<file path="config.mk">
export PLATFORM = sky130hd
export DESIGN_NAME = lcd_spectrum_render_flat
export DESIGN_NICKNAME = d
export VERILOG_FILES = /design/src/rtl/lcd_spectrum_render_if.sv /design/src/rtl/lcd_spectrum_render.sv /design/src/flat_wrapper.sv
export SDC_FILE = /design/constraint.sdc
export NUM_CORES = 2
export LEC_CHECK = 0
export ABC_AREA = 1
export BUFFER_PORTS_ARGS = -buffer_cell sky130_fd_sc_hd__buf_2
export CAP_MARGIN = 20
export CORE_MARGIN = 2
export CORE_UTILIZATION = 57
export CTS_CLUSTER_DIAMETER = 30
export CTS_CLUSTER_SIZE = 25
export DETAILED_ROUTE_END_ITERATION = 6
export PLACE_DENSITY = 0.79
export SETUP_SLACK_MARGIN = 0.15
export SLEW_MARGIN = 20
export SYNTH_ARGS = -nofsm -noshare
export SYNTH_HDL_FRONTEND = slang
export SYNTH_SLANG_ARGS = --single-unit
</file>
<file path="constraint.sdc">
create_clock -name lcd_clk -period 9.35 [get_ports lcd_clk]
set_clock_uncertainty 0.2 [all_clocks]
set_input_delay 1.4025 -clock lcd_clk [delete_from_list [all_inputs] [get_ports lcd_clk]]
set_output_delay 1.4025 -clock lcd_clk [all_outputs]
set_load 0.02 [all_outputs]
</file>
<file path="src/rtl/lcd_spectrum_render_if.sv">
// Bus between the LCD driver / FFT post-processing side and the spectrum renderer.
// The master drives pixel coordinates, frame sync and bin writes; the slave
// (renderer) returns the pixel colour and the load handshake.
interface lcd_spectrum_render_if #(
  parameter int IDX_W = 7
);
  logic             frame_sync;
  logic [10:0]      pixel_xpos;
  logic [10:0]      pixel_ypos;
  logic [15:0]      pixel_data;
  logic [IDX_W-1:0] line_cnt;
  logic [15:0]      line_length;
  logic             line_wr;
  logic             data_req;
  logic             wr_over;

  modport master (
    output frame_sync, pixel_xpos, pixel_ypos, line_cnt, line_length, line_wr,
    input  pixel_data, data_req, wr_over
  );

  modport slave (
    input  frame_sync, pixel_xpos, pixel_ypos, line_cnt, line_length, line_wr,
    output pixel_data, data_req, wr_over
  );
endinterface

</file>
<file path="src/rtl/lcd_spectrum_render.sv">
// Spectrum-bar renderer: stores one scaled height per bin in a double-buffered
// memory (back bank written, front bank displayed, swapped on frame_sync once a
// set is complete) and returns an RGB565 colour per presented pixel, one cycle
// after the coordinate.
// Optional feature macro: SPECTRUM_PEAK_HOLD_EN adds per-bar decaying peak markers.
module lcd_spectrum_render #(
  parameter int          H_DISP     = 800,
  parameter int          V_DISP     = 480,
  parameter int          BARS       = 128,
  parameter int          IDX_W      = 7,
  parameter int          BAR_W      = 5,
  parameter int          BAR_GAP    = 1,
  parameter int          SCALE_SH   = 6,
  parameter logic [15:0] BAR_COLOR  = 16'h07E0,
  parameter logic [15:0] BG_COLOR   = 16'h0000,
  parameter logic [15:0] PEAK_COLOR = 16'hF800,
  parameter int          PEAK_H     = 2,
  parameter int          PEAK_DECAY = 4
) (
  input  logic                  lcd_clk,
  input  logic                  sys_rst,
  lcd_spectrum_render_if.slave  bus
);

  localparam int P  = BAR_W + BAR_GAP;
  localparam int HW = $clog2(V_DISP + 1);
  localparam int IW = (BARS > 1) ? $clog2(BARS) : 1;
  localparam int BW = IW + 1;
  localparam int CW = (P > 1) ? $clog2(P) : 1;

  localparam logic [15:0]      V_DISP_16 = 16'(V_DISP);
  localparam logic [HW-1:0]    V_DISP_H  = HW'(V_DISP);
  localparam logic [11:0]      V_DISP_12 = 12'(V_DISP);
  localparam logic [10:0]      H_DISP_11 = 11'(H_DISP);
  localparam logic [10:0]      V_DISP_11 = 11'(V_DISP);
  localparam logic [IDX_W:0]   BARS_IDX  = (IDX_W + 1)'(BARS);
  localparam logic [IDX_W-1:0] LAST_IDX  = IDX_W'(BARS - 1);
  localparam logic [BW-1:0]    BARS_BW   = BW'(BARS);
  localparam logic [CW-1:0]    COL_LAST  = CW'(P - 1);
  localparam logic [CW:0]      BAR_W_C   = (CW + 1)'(BAR_W);
  localparam logic [11:0]      PEAK_H_12 = 12'(PEAK_H);

  typedef enum logic [1:0] {ST_IDLE, ST_REQ, ST_DONE} state_t;

  state_t         state_q, state_d;
  logic           front_q, front_d;
  logic [1:0]     valid_q, valid_d;
  logic           wr_over_q, wr_over_d;
  logic [15:0]    pixel_data_q, pixel_data_d;
  logic [10:0]    x_prev_q, x_prev_d;
  logic [CW-1:0]  col_q, col_d;
  logic [BW-1:0]  bar_q, bar_d;

  logic           back_sel;
  logic           wr_accept;
  logic           last_write;
  logic           swap;
  logic [15:0]    scaled;
  logic [HW-1:0]  height_new;
  logic [IW-1:0]  bar_idx;
  logic [HW-1:0]  h_cur;
  logic [HW-1:0]  pk_cur;
  logic           in_col;
  logic [11:0]    y_12;
  logic [11:0]    bar_top;
  logic [11:0]    pk_top;

  logic [HW-1:0]  height_mem [2][BARS];

  assign back_sel = ~front_q;

  // Scale and clamp the incoming magnitude, and qualify the write strobe
  always_comb begin
    scaled     = bus.line_length >> SCALE_SH;
    height_new = (scaled > V_DISP_16) ? V_DISP_H : scaled[HW-1:0];
    wr_accept  = !sys_rst && (state_q == ST_REQ) && bus.line_wr &&
                 ({1'b0, bus.line_cnt} < BARS_IDX);
    last_write = wr_accept && (bus.line_cnt == LAST_IDX);
  end

  // Load FSM state register
  always_ff @(posedge lcd_clk) begin
    if (sys_rst) state_q <= ST_IDLE;
    else         state_q <= state_d;
  end

  // Load FSM next state: swap only when a complete set waits in the back bank
  always_comb begin
    state_d   = state_q;
    swap      = 1'b0;
    wr_over_d = 1'b0;
    case (state_q)
      ST_IDLE: if (bus.frame_sync) state_d = ST_REQ;
      ST_REQ: begin
        if (last_write) begin
          state_d   = ST_DONE;
          wr_over_d = 1'b1;
        end
      end
      ST_DONE: begin
        if (bus.frame_sync && !sys_rst) begin
          state_d = ST_REQ;
          swap    = 1'b1;
        end
      end
      default: state_d = ST_IDLE;
    endcase
    front_d = swap ? back_sel : front_q;
    valid_d = valid_q;
    if (swap) valid_d[back_sel] = 1'b1;
  end

  // Load FSM outputs
  always_comb begin
    bus.data_req   = (state_q == ST_REQ);
    bus.wr_over    = wr_over_q;
    bus.pixel_data = pixel_data_q;
  end

  // Bin writes land in the back bank; no reset, valid flags gate visibility
  always_ff @(posedge lcd_clk) begin
    if (wr_accept) height_mem[back_sel][bus.line_cnt[IW-1:0]] <= height_new;
  end

  // Column/bar counters follow the driver's x scan, restarting at column 0
  always_comb begin
    x_prev_d = bus.pixel_xpos;
    col_d    = col_q;
    bar_d    = bar_q;
    if (bus.pixel_xpos == 11'd0) begin
      col_d = '0;
      bar_d = '0;
    end else if (bus.pixel_xpos != x_prev_q) begin
      if (col_q == COL_LAST) begin
        col_d = '0;
        if (bar_q != BARS_BW) bar_d = bar_q + 1'b1;
      end else begin
        col_d = col_q + 1'b1;
      end
    end
  end

`ifdef SPECTRUM_PEAK_HOLD_EN
  localparam logic [HW-1:0] DECAY_H = HW'(PEAK_DECAY);

  logic [HW-1:0] peak_q [BARS];
  logic [HW-1:0] peak_d [BARS];
  logic          peak_valid_q, peak_valid_d;

  function automatic logic [HW-1:0] peak_next(input logic [HW-1:0] h_new,
                                              input logic [HW-1:0] pk_old,
                                              input logic          pk_valid);
    logic [HW-1:0] dec;
    dec = (pk_valid && (pk_old > DECAY_H)) ? (pk_old - DECAY_H) : '0;
    return (h_new > dec) ? h_new : dec;
  endfunction

  // Fold the bank being promoted into the decaying peak memory at each swap
  always_comb begin
    peak_valid_d = peak_valid_q | swap;
    for (int k = 0; k < BARS; k++) begin
      peak_d[k] = peak_q[k];
      if (swap) peak_d[k] = peak_next(height_mem[back_sel][IW'(k)], peak_q[k], peak_valid_q);
    end
  end

  // Peak memory is cleared lazily: contents ignored until the first swap
  always_ff @(posedge lcd_clk) begin
    if (sys_rst) peak_valid_q <= 1'b0;
    else         peak_valid_q <= peak_valid_d;
    peak_q <= peak_d;
  end

  assign pk_cur = peak_q[bar_idx];
`else
  assign pk_cur = '0;
`endif

  // Pixel colour for the presented coordinate from the front bank
  always_comb begin
    bar_idx      = bar_d[IW-1:0];
    h_cur        = height_mem[front_q][bar_idx];
    y_12         = {1'b0, bus.pixel_ypos};
    bar_top      = V_DISP_12 - 12'(h_cur);
    pk_top       = V_DISP_12 - 12'(pk_cur);
    in_col       = valid_q[front_q] && (bar_d < BARS_BW) && ({1'b0, col_d} < BAR_W_C) &&
                   (bus.pixel_xpos < H_DISP_11) && (bus.pixel_ypos < V_DISP_11);
    pixel_data_d = BG_COLOR;
    if (in_col && (h_cur != '0) && (y_12 >= bar_top)) pixel_data_d = BAR_COLOR;
    if (in_col && (pk_cur != '0) && (y_12 >= pk_top) && (y_12 < pk_top + PEAK_H_12))
      pixel_data_d = PEAK_COLOR;
  end

  // Bank control, handshake pulse, render counters and registered colour
  always_ff @(posedge lcd_clk) begin
    if (sys_rst) begin
      front_q      <= 1'b0;
      valid_q      <= 2'b00;
      wr_over_q    <= 1'b0;
      pixel_data_q <= 16'h0000;
      x_prev_q     <= 11'd0;
      col_q        <= '0;
      bar_q        <= '0;
    end else begin
      front_q      <= front_d;
      valid_q      <= valid_d;
      wr_over_q    <= wr_over_d;
      pixel_data_q <= pixel_data_d;
      x_prev_q     <= x_prev_d;
      col_q        <= col_d;
      bar_q        <= bar_d;
    end
  end

endmodule

</file>
<file path="src/flat_wrapper.sv">
// flat-port wrapper written by rule: the top's interface ports become plain ports
module lcd_spectrum_render_flat 
#(
  parameter int          H_DISP     = 800,
  parameter int          V_DISP     = 480,
  parameter int          BARS       = 128,
  parameter int          IDX_W      = 7,
  parameter int          BAR_W      = 5,
  parameter int          BAR_GAP    = 1,
  parameter int          SCALE_SH   = 6,
  parameter logic [15:0] BAR_COLOR  = 16'h07E0,
  parameter logic [15:0] BG_COLOR   = 16'h0000,
  parameter logic [15:0] PEAK_COLOR = 16'hF800,
  parameter int          PEAK_H     = 2,
  parameter int          PEAK_DECAY = 4
)
  (lcd_clk, sys_rst, bus_frame_sync, bus_pixel_xpos, bus_pixel_ypos, bus_line_cnt, bus_line_length, bus_line_wr, bus_pixel_data, bus_data_req, bus_wr_over);
  lcd_spectrum_render_if #(.IDX_W(IDX_W)) bus_i ();
  input  logic lcd_clk;
  input  logic sys_rst;
  input wire logic [$bits(bus_i.frame_sync)-1:0] bus_frame_sync;
  input wire logic [$bits(bus_i.pixel_xpos)-1:0] bus_pixel_xpos;
  input wire logic [$bits(bus_i.pixel_ypos)-1:0] bus_pixel_ypos;
  input wire logic [$bits(bus_i.line_cnt)-1:0] bus_line_cnt;
  input wire logic [$bits(bus_i.line_length)-1:0] bus_line_length;
  input wire logic [$bits(bus_i.line_wr)-1:0] bus_line_wr;
  output wire logic [$bits(bus_i.pixel_data)-1:0] bus_pixel_data;
  output wire logic [$bits(bus_i.data_req)-1:0] bus_data_req;
  output wire logic [$bits(bus_i.wr_over)-1:0] bus_wr_over;
  assign bus_i.frame_sync = bus_frame_sync;
  assign bus_i.pixel_xpos = bus_pixel_xpos;
  assign bus_i.pixel_ypos = bus_pixel_ypos;
  assign bus_i.line_cnt = bus_line_cnt;
  assign bus_i.line_length = bus_line_length;
  assign bus_i.line_wr = bus_line_wr;
  assign bus_pixel_data = bus_i.pixel_data;
  assign bus_data_req = bus_i.data_req;
  assign bus_wr_over = bus_i.wr_over;
  lcd_spectrum_render #(.H_DISP(H_DISP), .V_DISP(V_DISP), .BARS(BARS), .IDX_W(IDX_W), .BAR_W(BAR_W), .BAR_GAP(BAR_GAP), .SCALE_SH(SCALE_SH), .BAR_COLOR(BAR_COLOR), .BG_COLOR(BG_COLOR), .PEAK_COLOR(PEAK_COLOR), .PEAK_H(PEAK_H), .PEAK_DECAY(PEAK_DECAY)) u_core (.lcd_clk(lcd_clk), .sys_rst(sys_rst), .bus(bus_i));
endmodule
</file>
==> results.md <==
- Max Slew Vio Count: 0
- Cell Area, Synth: 0.09828 mm^2
- P_leak: 0.04055 uW
- Mapped Avg Cell Area: between 10 and 15 um^2
- Drt drc: 29
- GPL Wtd Cong: around 0.94
- Clock Path Buffers: 4
- IO Port Bufs: 50
- Post-DP HPWL: 138.0 mm
- Yosys warnings: 0
- Path type of the worst min-delay path: reg2reg
- Compound-Gate Fraction of Synth Area: roughly 2.8%
- Sequential element share of the synthesized area: 71.01%
- Worst r2r src: u_core.x_prev_q[4]
- Status: complete, but fails checks
- Crit. Startpoint: bus_pixel_xpos[10]
- Final setup viols: 0
- Most frequent cells in the layout: nand2_1, edfxtp_1, nand3_1
- First-pass GRT wire length: 397.5 mm
- Total GRT Usage: 30.00%
- Pre-CTS setup slack: 1.409 ns
- I/O pin total: 67
- Initial antenna violation count: 10
- Post-CTS setup buffers: 0
- Post-cts repair resize count: 0
- Worst path slowest cell: nand3_4
- Fin crit period: ~7.4 ns
- Mux cell area share after synthesis: 4.614%
- R2R setup slack: 2.22 ns
- CTS tree: done
- Startpoint class of the critical path: input port
- Hold Crit Endpoint: u_core.valid_q[0]
- Post-route ant nets: 0
- Max-Cap Viols: 0
- Die H: 419.2 um
- Core footprint: 0.1715 mm^2
- Total Wirelength: around 270 mm
- Layout area overhead: 15.65%
- Peak supply drop: 240.4 uV
- Vias: 68,320
- Clock slew at reported path FFs: 0.05 ns
- Initial Util: a little under three fifths
- Drt via density: 6.253
- PwrDens: 231.4 mW/mm^2
- Fin crit share: 78.91%
- Xor-xnor portion of the synthesized cell area: 0.1248%
- Failing checks: DRC
- DR pass1 iterations: 7
- CTS Buf Count: between 400 and 500
- Full die area: 0.1758 mm^2
- Crit path max fanout: 86
- Clock Tree Root: clkbuf_16
- Final Hold Violating Endpoints: 0
- Slowest stage delay, CP: 0.66 ns
- Fraction of layout instances using a drive strength above 1: roughly a tenth
- Grt ovf: 0
- Largest family of logic cells by synthesized area: simple AND/OR/NAND/NOR gates
- Setup total negative slack: 0 ns
- Worst-Margin Slew: 1.181 ns
- Largest net degree at the start of global routing: 197
- Hold Startpoint: u_core.valid_q[0]
- Clock Latency Late Sink: 0.98 ns
- Netlist cell types: 44
- Worst Hold Path Cells: 1
- Number of global-route vias before repair: slightly below 70,000
- Top cell by count, worst path: nand2_1
- Yosys reg bits: 2,334
- Required time worst endpoint: approximately 10 ns
- Post-synthesis adder-cell area fraction: 0.1655%
- Met2 usage: 47.24%
- Met1 Use GR: between 30 and 40%
- RSZ-0062 raised after global routing: false
- Routed len/inst: about 25 um
- Initial DRC Count: between 10,000 and 15,000
- Rel. slew slack: approximately a fifth
- Hold Slack: between 0.2 and 0.3 ns
- Die Wd: 419.2 um
- Sink Count: 2,334
- Worst r2r path cells: 28
- CP arrival: 8.08 ns
- Top Usage Layer GRT: met2
- Max frequency: 135.5 MHz
- Post-synthesis cell count: a little over 8,000
- CTS Hold Buffers Added: 0
- Final worst slack: roughly 2.0 ns
- Critical path endpoint category: flop
- H-tree levels: 5
- Post-synthesis simple-gate area fraction: between 10% and 20%
- Commonest non-fill, non-tap cell in the layout: nand2_1
- Tot Pwr: ~26,000 uW
- # rows: 152
- FF-to-FF End: u_core.bus.pixel_data[9]
- Nets: 8,353
- Fill cells: around 11,000
- Met3 usage: 7.735%
- Critical path type: in2reg
-- synth_stat cells, drive strengths merged --
master / n / area share [%]
o2111ai: 12 / 0.11
a211o: 1 / 0.0089
clkbuf: 328 / 1.3
xor2: 7 / 0.062
ha: 13 / 0.17
xnor2: 7 / 0.062
nor3: 85 / 0.44
nor3b: 1 / 0.0076
nor4: 3 / 0.019
o21a: 1 / 0.0076
inv: 84 / 0.32
o21ai: 367 / 1.9
clkinv: 9 / 0.034
nand2: 2548 / 9.8
dfxtp: 30 / 0.61
buf: 240 / 1.4
a21o: 2 / 0.015
o21bai: 1 / 0.0076
a311oi: 1 / 0.0089
nand3: 818 / 4.2
mux2i: 453 / 4.6
or2: 6 / 0.038
o211ai: 98 / 0.75
conb: 1 / 0.0038
o221ai: 1 / 0.0089
a21oi: 9 / 0.046
nor2: 563 / 2.2
a211oi: 1 / 0.0076
a31oi: 1 / 0.0064
nand4: 251 / 1.6
edfxtp: 2304 / 70
nand3b: 1 / 0.0076
-- registers in the layout (all words and copies together), names as in the netlist, named ones only --
name / flops
u_core.height_mem: 2304
u_core.x_prev_q: 11
u_core.bar_q: 8
u_core.col_q: 3
u_core.state_q: 2
u_core.valid_q: 2
u_core.bus.pixel_data: 1
u_core.bus.wr_over: 1
u_core.front_q: 1
-- routing by layer --
layer / part of all wire (%) / vias up
met4: 5.6 / 12
met5: 0.030 / -
met1: 35 / 32640
met3: 13 / 993
met2: 47 / 5144
li1: - / 29530
-- logic make-up (layout without fill, tap and decap cells) --
family          count (synthesis)  count (layout)
simple gates                 4276            4276
flops                        2334            2334
buf+inv                       661            1016
compound gates                495             495
mux                           453             453
xor+xnor                       14              14
fa+ha+maj                      13              13
other cells                     1              15
-- cell type report --
cell class | instances | area [um^2] | area share [%]
diodes | 5 | 12.51 | 0.01101
clock buffers | 445 | 10290 | 9.057
clock inverters | 278 | 2695 | 2.371
inverters | 93 | 374.1 | 0.3291
multi-input cells | 5261 | 25810 | 22.71
flip-flops and latches | 2334 | 69790 | 61.40
well taps | 2310 | 2890 | 2.543
repair buffers | 200 | 1787 | 1.572
-- worst max-delay path, delay by kind of cell --
kind | cells | cell delay, ns
and+or+nand+nor | 20 | 4.38
AOI/OAI and AO/OA | 4 | 0.86
buffers and inverters | 2 | 0.60
adders and majority gates | 2 | 0.56
xor gates and xnor gates | 1 | 0.16
-- metrics by stage --
step,cell area (um^2),utilization (%),std cells
finish,113700,66.26,10930
floorplan,98310,-,8256
detailed placement,100600,58.64,10200
global route,113700,66.26,10920
global placement,100500,58.57,10200
CTS,113600,66.21,10920
-- how the worst max path moves through the flow --
stage | end
floorplan | u_core.height_mem[0][0]
global placement | u_core.bus.pixel_data[9]
detailed placement | u_core.bus.pixel_data[9]
CTS | u_core.bus.pixel_data[9]
global route | u_core.bus.pixel_data[9]
finish | u_core.bus.pixel_data[9]
-- where the power goes --
part           internal [uW]  total (uW)  switching [uW]
Clock                   8920       14000            5100
Combinational            149         742             593
Sequential             11500       11500            3.25
No activity file was read; power rests on OpenSTA's default activity.
